File: src/rtl/branch_resolve_ctrl.sv
// Tracks predicted branches in flight from fetch to execute, retires them in order,
// updates the predictor, and sequences squash/flush/redirect when a prediction was wrong.
module branch_resolve_ctrl #(
   parameter int DEPTH        = 4,
   parameter int FLUSH_CYCLES = 2
) (
   input  logic        clk,
   input  logic        rstn,
   input  logic        f_valid,
   input  logic        f_pred,
   input  logic [31:0] f_pc,
   input  logic [31:0] f_target,
   output logic        f_stall,
   input  logic        e_valid,
   input  logic        e_taken,
   input  logic [31:0] e_target,
   output logic        upd_valid,
   output logic        upd_taken,
   output logic [31:0] upd_pc,
   output logic        flush,
   output logic        redirect_valid,
   output logic [31:0] redirect_pc,
   output logic [15:0] branch_cnt,
   output logic [15:0] mispred_cnt,
   output logic        err
);

   localparam int            AW         = (DEPTH > 1) ? $clog2(DEPTH) : 1;
   localparam logic [AW:0]   FULL       = (AW+1)'(DEPTH);
   localparam logic [2:0]    FLUSH_LOAD = 3'(FLUSH_CYCLES - 1);

   typedef enum logic {RUN, FLUSH} state_t;

   function automatic logic [15:0] sat_inc(input logic [15:0] v);
      return (v == 16'hFFFF) ? v : v + 16'd1;
   endfunction

   state_t        state;
   logic [2:0]    flush_cnt;
   logic [AW-1:0] wr_ptr, rd_ptr;
   logic [AW:0]   count;

   logic          q_pred   [DEPTH];
   logic [31:0]   q_pc     [DEPTH];
   logic [31:0]   q_target [DEPTH];

   logic          push, pop, mispred, empty_resolve;
   logic          head_pred;
   logic [31:0]   head_pc, head_target, correct_pc;

   assign f_stall       = (count == FULL) | (state == FLUSH);
   assign push          = f_valid & ~f_stall;
   assign pop           = e_valid & (state == RUN) & (count != '0);
   assign empty_resolve = e_valid & (state == RUN) & (count == '0);

   assign head_pred   = q_pred[rd_ptr];
   assign head_pc     = q_pc[rd_ptr];
   assign head_target = q_target[rd_ptr];
   assign mispred     = pop & ((head_pred != e_taken) |
                               (e_taken & head_pred & (head_target != e_target)));
   assign correct_pc  = e_taken ? e_target : head_pc + 32'd4;

   // Queue payload carries no control meaning, so it is left unreset.
   always_ff @(posedge clk) begin
      if (push) begin
         q_pred[wr_ptr]   <= f_pred;
         q_pc[wr_ptr]     <= f_pc;
         q_target[wr_ptr] <= f_target;
      end
   end

   always_ff @(posedge clk or negedge rstn) begin
      if (!rstn) begin
         state          <= RUN;
         flush_cnt      <= '0;
         wr_ptr         <= '0;
         rd_ptr         <= '0;
         count          <= '0;
         upd_valid      <= 1'b0;
         upd_taken      <= 1'b0;
         upd_pc         <= '0;
         flush          <= 1'b0;
         redirect_valid <= 1'b0;
         redirect_pc    <= '0;
         branch_cnt     <= '0;
         mispred_cnt    <= '0;
         err            <= 1'b0;
      end else begin
         upd_valid      <= 1'b0;
         redirect_valid <= 1'b0;
         if (empty_resolve) err <= 1'b1;
         case (state)
            RUN: begin
               if (pop) begin
                  upd_valid  <= 1'b1;
                  upd_taken  <= e_taken;
                  upd_pc     <= head_pc;
                  branch_cnt <= sat_inc(branch_cnt);
               end
               // A wrong prediction discards every younger entry, including a same-cycle push.
               if (mispred) begin
                  wr_ptr         <= '0;
                  rd_ptr         <= '0;
                  count          <= '0;
                  redirect_valid <= 1'b1;
                  redirect_pc    <= correct_pc;
                  mispred_cnt    <= sat_inc(mispred_cnt);
                  flush          <= 1'b1;
                  flush_cnt      <= FLUSH_LOAD;
                  state          <= FLUSH;
               end else begin
                  if (push) wr_ptr <= wr_ptr + AW'(1);
                  if (pop)  rd_ptr <= rd_ptr + AW'(1);
                  if (push && !pop)      count <= count + (AW+1)'(1);
                  else if (!push && pop) count <= count - (AW+1)'(1);
               end
            end
            FLUSH: begin
               if (flush_cnt == 3'd0) begin
                  state <= RUN;
                  flush <= 1'b0;
               end else begin
                  flush_cnt <= flush_cnt - 3'd1;
               end
            end
            default: state <= RUN;
         endcase
      end
   end

endmodule

File: config.mk
export PLATFORM = sky130hd
export DESIGN_NAME = branch_resolve_ctrl
export DESIGN_NICKNAME = d
export VERILOG_FILES = /design/src/rtl/branch_resolve_ctrl.sv
export SDC_FILE = /design/constraint.sdc
export NUM_CORES = 1
export LEC_CHECK = 0
export BUFFER_PORTS_ARGS = -buffer_cell sky130_fd_sc_hd__buf_2
export CAP_MARGIN = 10
export CORE_MARGIN = 5
export CORE_UTILIZATION = 51
export CTS_CLUSTER_SIZE = 8
export DETAILED_ROUTE_END_ITERATION = 8
export PLACE_DENSITY = 0.72
export SYNTH_ARGS = -nofsm -noshare
export SYNTH_HDL_FRONTEND = slang
export SYNTH_SLANG_ARGS = --single-unit
File: constraint.sdc
create_clock -name clk -period 5.5 [get_ports clk]
set_clock_uncertainty 0.15 [all_clocks]
set_input_delay 0.55 -clock clk [delete_from_list [all_inputs] [get_ports clk]]
set_output_delay 0.55 -clock clk [all_outputs]
set_load 0.01 [all_outputs]
Word level (Yosys, flattened, before mapping)
Memories as Yosys holds them, arrays and structs flattened. Cells that the tools add are included.

Add/subtract/negate cells: 8. Equal/unequal tests: 8. Multiplexer cells: 22. Bitwise logic cells: 13. Reduce and logical (&&, ||, !) cells: 19.

Operators by type and width (number): 16-bit by 1-bit adder with 16-bit output, second input constant (2); 32-bit by 3-bit adder with 32-bit output, second input constant (1); 16-bit == test, second input constant (2); 32-bit two-way mux (1); 32-bit inequality test (1); 3-bit two-way mux (5); 2-bit AND reduction (7); 1-bit two-way mux (9); 2-bit two-way mux (4); 1-bit bitwise AND (7); 3-bit zero test (2); 3-bit one-hot mux with 2 select lines (1); 3-bit AND reduction (2); 3-bit nonzero test (2); 3-bit by 1-bit subtractor with 3-bit output, second input constant (2); 2-bit by 1-bit adder with 2-bit output, second input constant (2); 2-bit inequality test, second input constant (2); 1-bit NOT (4); 1-bit one-hot mux with 2 select lines (2); 2-bit nonzero test (2); 3-bit by 1-bit adder with 3-bit output, second input constant (1); 3-bit == test, second input constant (1); 1-bit logical AND (2); 1-bit zero test (2); 3 further kinds (4).

Flip-flop bits (word level): 112. RAM bits: 260. Bits of input ports: 102. Output and inout bits: 102. Logic and storage cells: 87. Memories: 3.

Memories: q_pc (depth 4, width 32, read ports 1, clocked after Yosys merged registers in 0, write ports 1, RTL line 44) `logic [31:0] q_pc [DEPTH];`; q_target (depth 4, width 32, read ports 1, clocked after Yosys merged registers in 0, write ports 1, RTL line 45) `logic [31:0] q_target [DEPTH];`; q_pred (depth 4, width 1, read ports 1, clocked after Yosys merged registers in 0, write ports 1, RTL line 43) `logic q_pred [DEPTH];`.

Longest topological paths before layout
Gate-level depths: netlist of run 1.

Word-level depth: 9. Mapped depth: 13. Gate-level depth less buffers: 10.

Worst setup path after synthesis of run 1
OpenSTA, ideal clock, no wires.

Kind: register to register. Start: register rd_ptr[0]. End: register count[1]. Setup time: 124 ps. Arrival: 2909 ps. Data required time: 5226 ps. Setup slack: 2317 ps. Stages on the path, launching flop included: 12. Buffers on the path: 7. Period minus slack after synthesis: 3183 ps. Cell sequence: dfrtp_1 buf_4 buf_8 buf_12 buf_6 buf_4 mux4_2 ha_1 clkbuf_1 clkbuf_1 nor3_1 a211o_1.

Cells in the longest elaborated chain, start to end: 7. Elaborated cells between the ends (all ways): 11. Classes of those cells: eq/ne: 2; mux: 1; bitwise: 4; reduce/logical: 2; memory: 2.

RTL lines: start: declaration (RTL line 40) `logic [AW-1:0] wr_ptr, rd_ptr;`; start signal: assignment (RTL line 113) `if (pop) rd_ptr <= rd_ptr + AW'(1);`; memory read 4 x 32 bit or memory read 4 x 1 bit (tied branches); 32-bit inequality test or 1-bit bitwise AND (tied branches) (RTL line 60) `(e_taken & head_pred & (head_target != e_target)));`; 1-bit bitwise AND (RTL line 60); 1-bit OR (*) (RTL line 59) `assign mispred = pop & ((head_pred != e_taken) |`; 1-bit bitwise AND (*) (RTL line 59); 3-bit nonzero test (no line); 2-bit AND reduction (no line); end signal: assignment (RTL line 114) `if (push && !pop) count <= count + (AW+1)'(1);`; end signal: assignment (RTL line 115) `else if (!push && pop) count <= count - (AW+1)'(1);`; end: declaration (RTL line 41) `logic [AW:0] count;`.

Every way passes the cells marked *; elsewhere a longest branch is shown, timed or not. A chain may end at the register's enable or synchronous reset.

Worst setup path after layout of run 1
Start: register rd_ptr[0]. End: register redirect_pc[4].

Cells in the longest elaborated chain, start to end: 6. Elaborated cells between the ends (all ways): 12. Classes of those cells: add/sub: 1; eq/ne: 2; mux: 1; bitwise: 4; reduce/logical: 1; memory: 3.

RTL lines: branches (longest 6 deep; another with memory read 4 x 32 bit); end signal: assignment (RTL line 106) `redirect_pc <= correct_pc;`; end: declaration (RTL line 22) `output logic [31:0] redirect_pc,`.

Parallel ways; which one is timed is not known.

==> results.toml, run 1 <==
[status]
outcome = "finished with violations"
violations = "negative hold slack"

[global_routing]
grt_pass1_vias = 9405
grt_max_degree = 67
grt_first_pass_wirelength_mm = 56.4
grt.overflow.total = 0
antenna_found_initial = 1
grt_util_all_layers_pct = 21.8

[sta]
fin_crit_ns = 4.55
fin_ws_ns = 0.950
slew_violations = 0
slew_headroom_pct = 32.0
rsz0062_at_grt = "false"
fmax_mhz = 220
finalCritPeriodShare_pct = 82.7
worst_pin_slew_ns = 1.02
finalSetupViolCount = 0
finalHoldViolCount = 29
whs_ns = -0.0236
timing.setup.tns_ns = 0

[cts]
cts_max_level = 2
cts_buffers = 52
cts_setup_buffers = 0
cts_resized = 0
clockBufferDepth = 3
worst_skew_pair.late_latency_ns = 0.55
path_clk_slew_ns = 0.05
ctsRootBufferMaster = "clkbuf_16"
cts_sinks = 372
hold_buffers = 0
cts_tree = "built"

[power_and_ir_drop]
p_clk_share_pct = 30.4
internal_power_mw = 6.51
ir_drop_v = 0.000354
leakage_nw = 7.05
combPwrFrac_pct = 27.1
power_density_nw_per_um2 = 517
netSwitchingPower_mw = 2.97
p_seq_share_pct = 42.4
power.total_mw = 9.49
p_sw_share_pct = 31.4

[critical_path]
critical_path_arrival_ns = 4.81
crit_required_ns = 5.76
cp-start-kind = "flip-flop"
end_kind = "flip-flop"
crit_type = "flip-flop to flip-flop"
cp_max_fo = 40

[drt]
wl_mm = 37.1
first_iter_violations = 821
vias_per_cell = 5.69
dr.pass1.iters = 5
postRouteAntennaNets = 0
dr_total_vias = 9279
drcViolationCount = 0
wire_per_inst_um = 22.7

[placed_design]
gp_congestion = 0.797
dp_hpwl_mm = 24.7
post-place-ws_ns = 0.960
port_buffers = 203

[floorplan]
rows = 63
die-height_um = 184
io_pins = 204
initial_utilization_pct = 51.8
dieWidth_um = 184
coreArea_um2 = 29800
die_area_um2 = 33900

[yosys]
ys_ff_latch = 372
synth_flop_cell = "edfxtp_1"
syn_nets = 1080
netlist_area_um2 = 15400
ys_seq_area_share_pct = 68.7
synth.distinct_cells = 59
synth_edf_count = 260
syn_avg_cell_area_um2 = 16.0
ys.warnings.count = 0
syn_inst = 967
ys_async_sr_fraction_pct = 30.1

[final_layout]
drive_gt1_share_pct = 29.5
syn2layout_area_growth_pct = 18.8
layout_common_cells = "edfxtp_1, buf_2, nand2_1"
final_nets = 1309
post-route-util_pct = 61.6
final_common_cell = "edfxtp_1"

[hold_path]
hold_class = "input port to asynchronous set/reset pin"

[flow_run]
drv_cap = 0
==> sequential cells by signal (all words and copies together), names as in the netlist <==
name            flops
upd_taken           1
rd_ptr              2
err                 1
flush_cnt           3
state               1
wr_ptr              2
mispred_cnt        16
redirect_pc        32
upd_valid           1
q_pred              4
q_target          128
redirect_valid      1
branch_cnt         16
count               3
flush               1
q_pc              128
upd_pc             32
==> power groups by stage <==
stage / logic (mW) / registers, mW / clock network, mW
floorplan: 1.71 / 4.02 / 0
global placement: 2.53 / 4.06 / 0
detailed placement: 2.58 / 4.08 / 0
CTS: 2.60 / 4.03 / 2.94
global route: 2.82 / 4.09 / 3.07
finish: 2.57 / 4.02 / 2.89
==> worst max-delay path, cell delays in order, from the launching register on <==
cell and delay, ns:
dfrtp_4 0.97, mux4_2 0.61, xnor2_1 0.18, nand4_1 0.17, nor4_1 0.74, a21boi_2 0.11, buf_4 0.24, o21ai_4 0.58
buf_12 0.25, mux2_1 0.34
==> area by class of cell <==
type / count / area [um^2]
flip-flops and latches: 372 / 10600
clock inverters: 3 / 30.0
inverters: 16 / 60.1
multi-input cells: 538 / 4560
fillers: 2269 / 11500
repair buffers: 216 / 1130
diodes: 1 / 2.50
clock buffers: 94 / 1460
well taps: 390 / 488
==> cells by family (layout without fill, tap and decap cells) <==
logic type / after synthesis / count (layout) / synth area share [%]
compound gates: 65 / 65 / 2.79
xor+xnor: 89 / 89 / 5.05
fa+ha+maj: 11 / 11 / 0.940
buf+inv: 57 / 329 / 1.91
flops: 372 / 372 / 68.7
mux: 106 / 106 / 12.5
other cells: 0 / 1 / 0
simple gates: 267 / 267 / 8.15
==> Yosys cell counts, types with 3 or more instances <==
cell	count	area [um^2]
edfxtp_1	260	7810
nand2_1	154	578
dfrtp_1	112	2800
mux4_2	65	1460
xnor2_1	65	569
o21ai_0	29	145
mux2_1	28	315
xor2_1	24	210
nand3_1	21	105
nand4_1	20	125
clkbuf_1	18	67.6
and3_1	17	106
inv_1	15	56.3
nor2_1	15	56.3
mux2_2	13	146
ha_1	10	125
o211ai_1	9	67.6
nor3_1	8	40.0
buf_2	7	35.0
buf_4	6	45.0
and2_1	5	31.3
buf_1	5	18.8
nor4_1	5	31.3
o2111ai_1	5	43.8
nand2b_1	4	25.0
a21boi_1	3	22.5
buf_6	3	33.8
o21ai_1	3	15.0
==> final timing paths <==
| path | from | endpoint | slack (ns) | cells past startpoint |
|---|---|---|---|---|
| worst min-delay path | rstn | branch_cnt[12] | -0.02 | 1 |
| min in group clk | f_target[1] | q_target[3][1] | 0.06 | 1 |
| worst min register to register | upd_pc[17] | upd_pc[17] | 0.32 | 2 |
| max in group asynchronous | rstn | upd_pc[31] | 4.09 | 2 |
| worst max-delay path | rd_ptr[0] | redirect_pc[4] | 0.95 | 9 |
| worst max register to register | rd_ptr[0] | redirect_pc[4] | 0.95 | 9 |
==> layer usage <==
metal / vias to the layer above / track usage, % / share of wire (%) / wire (um)
li1: 4099 / - / - / -
met2: 413 / 34.4 / 47 / 17500
met4: 0 / 6.21 / 2.5 / 920
met5: - / 0 / 0 / 0
met3: 70 / 4.67 / 9.1 / 3380
met1: 4697 / 31.2 / 41 / 15300
==> metrics by stage <==
| stage | cell area, um^2 | cells |
|---|---|---|
| 6_report | 18300 | 1630 |
| 5_1_grt | 18300 | 1630 |
| 4_1_cts | 18300 | 1629 |
| 3_5_place_dp | 16800 | 1532 |
| 3_3_place_gp | 16800 | 1532 |
| 2_1_floorplan | 15400 | 967 |
Note: power is estimated with default switching activity, not from simulation.
==> run 2, diff against run 1 <==
--- a/config.mk
+++ b/config.mk
@@ -5,13 +5,14 @@
 export SDC_FILE = /design/constraint.sdc
 export NUM_CORES = 1
 export LEC_CHECK = 0
+export ABC_AREA = 1
 export BUFFER_PORTS_ARGS = -buffer_cell sky130_fd_sc_hd__buf_2
 export CAP_MARGIN = 10
 export CORE_MARGIN = 5
 export CORE_UTILIZATION = 51
 export CTS_CLUSTER_SIZE = 8
 export DETAILED_ROUTE_END_ITERATION = 8
-export PLACE_DENSITY = 0.72
+export PLACE_DENSITY = 0.74
 export SYNTH_ARGS = -nofsm -noshare
 export SYNTH_HDL_FRONTEND = slang
 export SYNTH_SLANG_ARGS = --single-unit
==> constraint.sdc (replaced) <==
create_clock -name clk -period 4 [get_ports clk]
set_clock_uncertainty 0.15 [all_clocks]
set_input_delay 0.4 -clock clk [delete_from_list [all_inputs] [get_ports clk]]
set_output_delay 0.4 -clock clk [all_outputs]
set_load 0.01 [all_outputs]
==> results.toml, run 2 <==
[global_routing]
grt_util_all_layers_pct = 24.4
grt_pass1_vias = 12761
grt_first_pass_wirelength_mm = 69.5
antenna_found_initial = 0
grt_max_degree = 72
grt.overflow.total = 0

[flow_run]
drv_cap = 0

[final_layout]
final_nets = 2071
post-route-util_pct = 62.7
layout_common_cells = "nand2_1, edfxtp_1, buf_2"
multi_input_area_um2 = 5310
final_common_cell = "nand2_1"
final-seq-area_um2 = 10600
syn2layout_area_growth_pct = 21.7
drive_gt1_share_pct = 15.7
final_cell_area_um2 = 20300
fillCellCount = 2645
reg.largest.list = "q_pc (128), q_target (128)"

[yosys]
netlist_area_um2 = 16700
synth_most_common_cell = "nand2_1"
syn_avg_cell_area_um2 = 9.94
ys.warnings.count = 0
ys_seq_area_share_pct = 63.4
synth_flop_cell = "edfxtp_1"
yosys.area.top_type_share_pct = 46.7
yosysTopAreaCell = "edfxtp_1"
synth_area_leaders = "edfxtp_1, dfrtp_1, nand2_1, nand3_1, inv_1"
synth.distinct_cells = 43
syn_inst = 1682
ys_async_sr_fraction_pct = 30.1
synthTopCellsByCount = "nand2_1, edfxtp_1, nand3_1"
syn_nets = 1795
synth_edf_count = 260
ys_ff_latch = 372

[cts]
ctsRootBufferMaster = "clkbuf_16"
cts_max_level = 2
path_clk_slew_ns = 0.05
cts_buffers = 52
worst_skew_pair.late_latency_ns = 0.57
cts_tree = "built"
cts_sinks = 372
clockBufferDepth = 3

[power_and_ir_drop]
ir_drop_v = 0.000438
power_density_nw_per_um2 = 736
leakage_nw = 8.82
power.total_mw = 15.0

[floorplan]
rows = 66
dieWidth_um = 191
coreArea_um2 = 32500
initial_utilization_pct = 51.5
die_area_um2 = 36500
io_pins = 204
die-height_um = 191

[sta]
fin_ws_ns = 0.646
worst_pin_slew_ns = 1.11
finalCritPeriodShare_pct = 83.9
finalSetupViolCount = 0
fmax_mhz = 298
finalHoldViolCount = 0
slew_violations = 0
slew_headroom_pct = 26.1
rsz0062_at_grt = "false"
fin_crit_ns = 3.35
timing.setup.tns_ns = 0

[drt]
wl_mm = 44.6
wl_met2_mm = 21.8
top_layer_used = "met4"
dr_total_vias = 12941
m1WireLength_mm = 17.9
first_iter_violations = 1209
drcViolationCount = 0
dr.pass1.iters = 6
wire_per_inst_um = 18.3
vias_per_cell = 5.30
wl_met3_mm = 3.28
postRouteAntennaNets = 0

[critical_path]
cp_max_fo = 51
critical_path_arrival_ns = 3.65
r2r_cells = 11
crit_required_ns = 4.29
end_kind = "flip-flop"
cp-start-kind = "flip-flop"
crit_type = "flip-flop to flip-flop"
rrSetupSlack_ns = 0.65
r2r-start = "rd_ptr[0]"
r2r-end = "mispred_cnt[15]"

[placed_design]
port_buffers = 203
gp_congestion = 0.912
post-place-ws_ns = 0.721
placed_cell_area_um2 = 18100
dp_hpwl_mm = 29.5

[hold_path]
hold_class = "input port to flip-flop"
hold_path_depth = 5
min_to = "redirect_pc[27]"
hp-start = "e_target[27]"

[status]
outcome = "finished clean"
[run 2: changes by cell type in the layout (fill, tap and decap cells not counted), sizes merged, moves of 8 or more]
cell,delta
and3,-17
buf,+8
dlygate4sd3,+67
inv,+84
mux2,-41
mux4,-65
nand2,+496
nand3,+171
nor2,+68
o211ai,-10
o21ai,+46
xnor2,-51
xor2,+13
[run 2: critical path, stage by stage (launching register included)]
cell,delay (ns)
dfrtp_4,0.63
inv_6,0.35
buf_12,0.30
o21ai_0,0.12
o22ai_1,0.40
ha_1,0.24
nand2_1,0.08
nand2_2,0.15
buf_4,0.25
nand3_2,0.31
nand2_1,0.16
nand2_1,0.06
[run 2: stage by stage]
stage	std cells	hold WS, ns
after floorplan	1682	-0.0456
after global placement	2279	0.312
after detailed placement	2279	0.318
after CTS	2441	0.0440
after global routing	2441	0.0762
final	2442	0.0588
[run 2: cell families (layout without fill, tap and decap cells)]
| kind of cell | count (synthesis) | count (layout) | share of synthesized area, % |
|---|---|---|---|
| adder cells (fa/ha/maj) | 11 | 11 | 0.868 |
| AO/OA/AOI/OAI | 89 | 89 | 2.83 |
| multiplexers | 4 | 4 | 0.239 |
| buffers and inverters | 171 | 488 | 5.04 |
| flip-flops | 372 | 372 | 63.4 |
| XOR/XNOR | 51 | 51 | 2.67 |
| other | 0 | 1 | 0 |
| AND/OR/NAND/NOR | 984 | 984 | 24.9 |
[run 2: how the worst max path moves through the flow]
stage | cells past startpoint | start | to | slack (ns)
final | 11 | rd_ptr[0] | mispred_cnt[15] | 0.65
after global routing | 11 | rd_ptr[0] | mispred_cnt[9] | 0.42
after CTS | 11 | rd_ptr[0] | mispred_cnt[15] | 0.69
after detailed placement | 11 | rd_ptr[0] | mispred_cnt[15] | 0.72
after global placement | 11 | rd_ptr[0] | mispred_cnt[9] | 0.83
after floorplan | 3 | state | q_pc[0][0] | -0.13
[run 2: cell type report]
type | count | area share, %
flip-flops and latches | 372 | 52.2
multi-input cells | 1139 | 26.1
repair buffers | 291 | 9.57
clock buffers | 92 | 7.18
well taps | 442 | 2.72
inverters | 102 | 1.91
clock inverters | 3 | 0.375
diodes | 1 | 0.0123
[run 2: metal layers]
metal / up-vias / global-route usage, %
met5: - / 0
met4: 0 / 9.86
met3: 101 / 3.25
met2: 536 / 40.9
met1: 6126 / 32.4
li1: 6178 / -
[run 2: timing repair]
| action | 4_1_cts | 5_1_grt |
|---|---|---|
| setup buffers | 0 | 0 |
| gates resized for setup | 0 | 0 |
| endpoints found under the hold margin | 320 | 0 |
| hold buffers | 67 | 0 |
[run 2: where the power goes]
group	internal (mW)	leakage (nW)	switching, mW
Clock	2.46	0.724	1.58
Combinational	1.66	4.33	3.77
Sequential	5.01	3.77	0.475
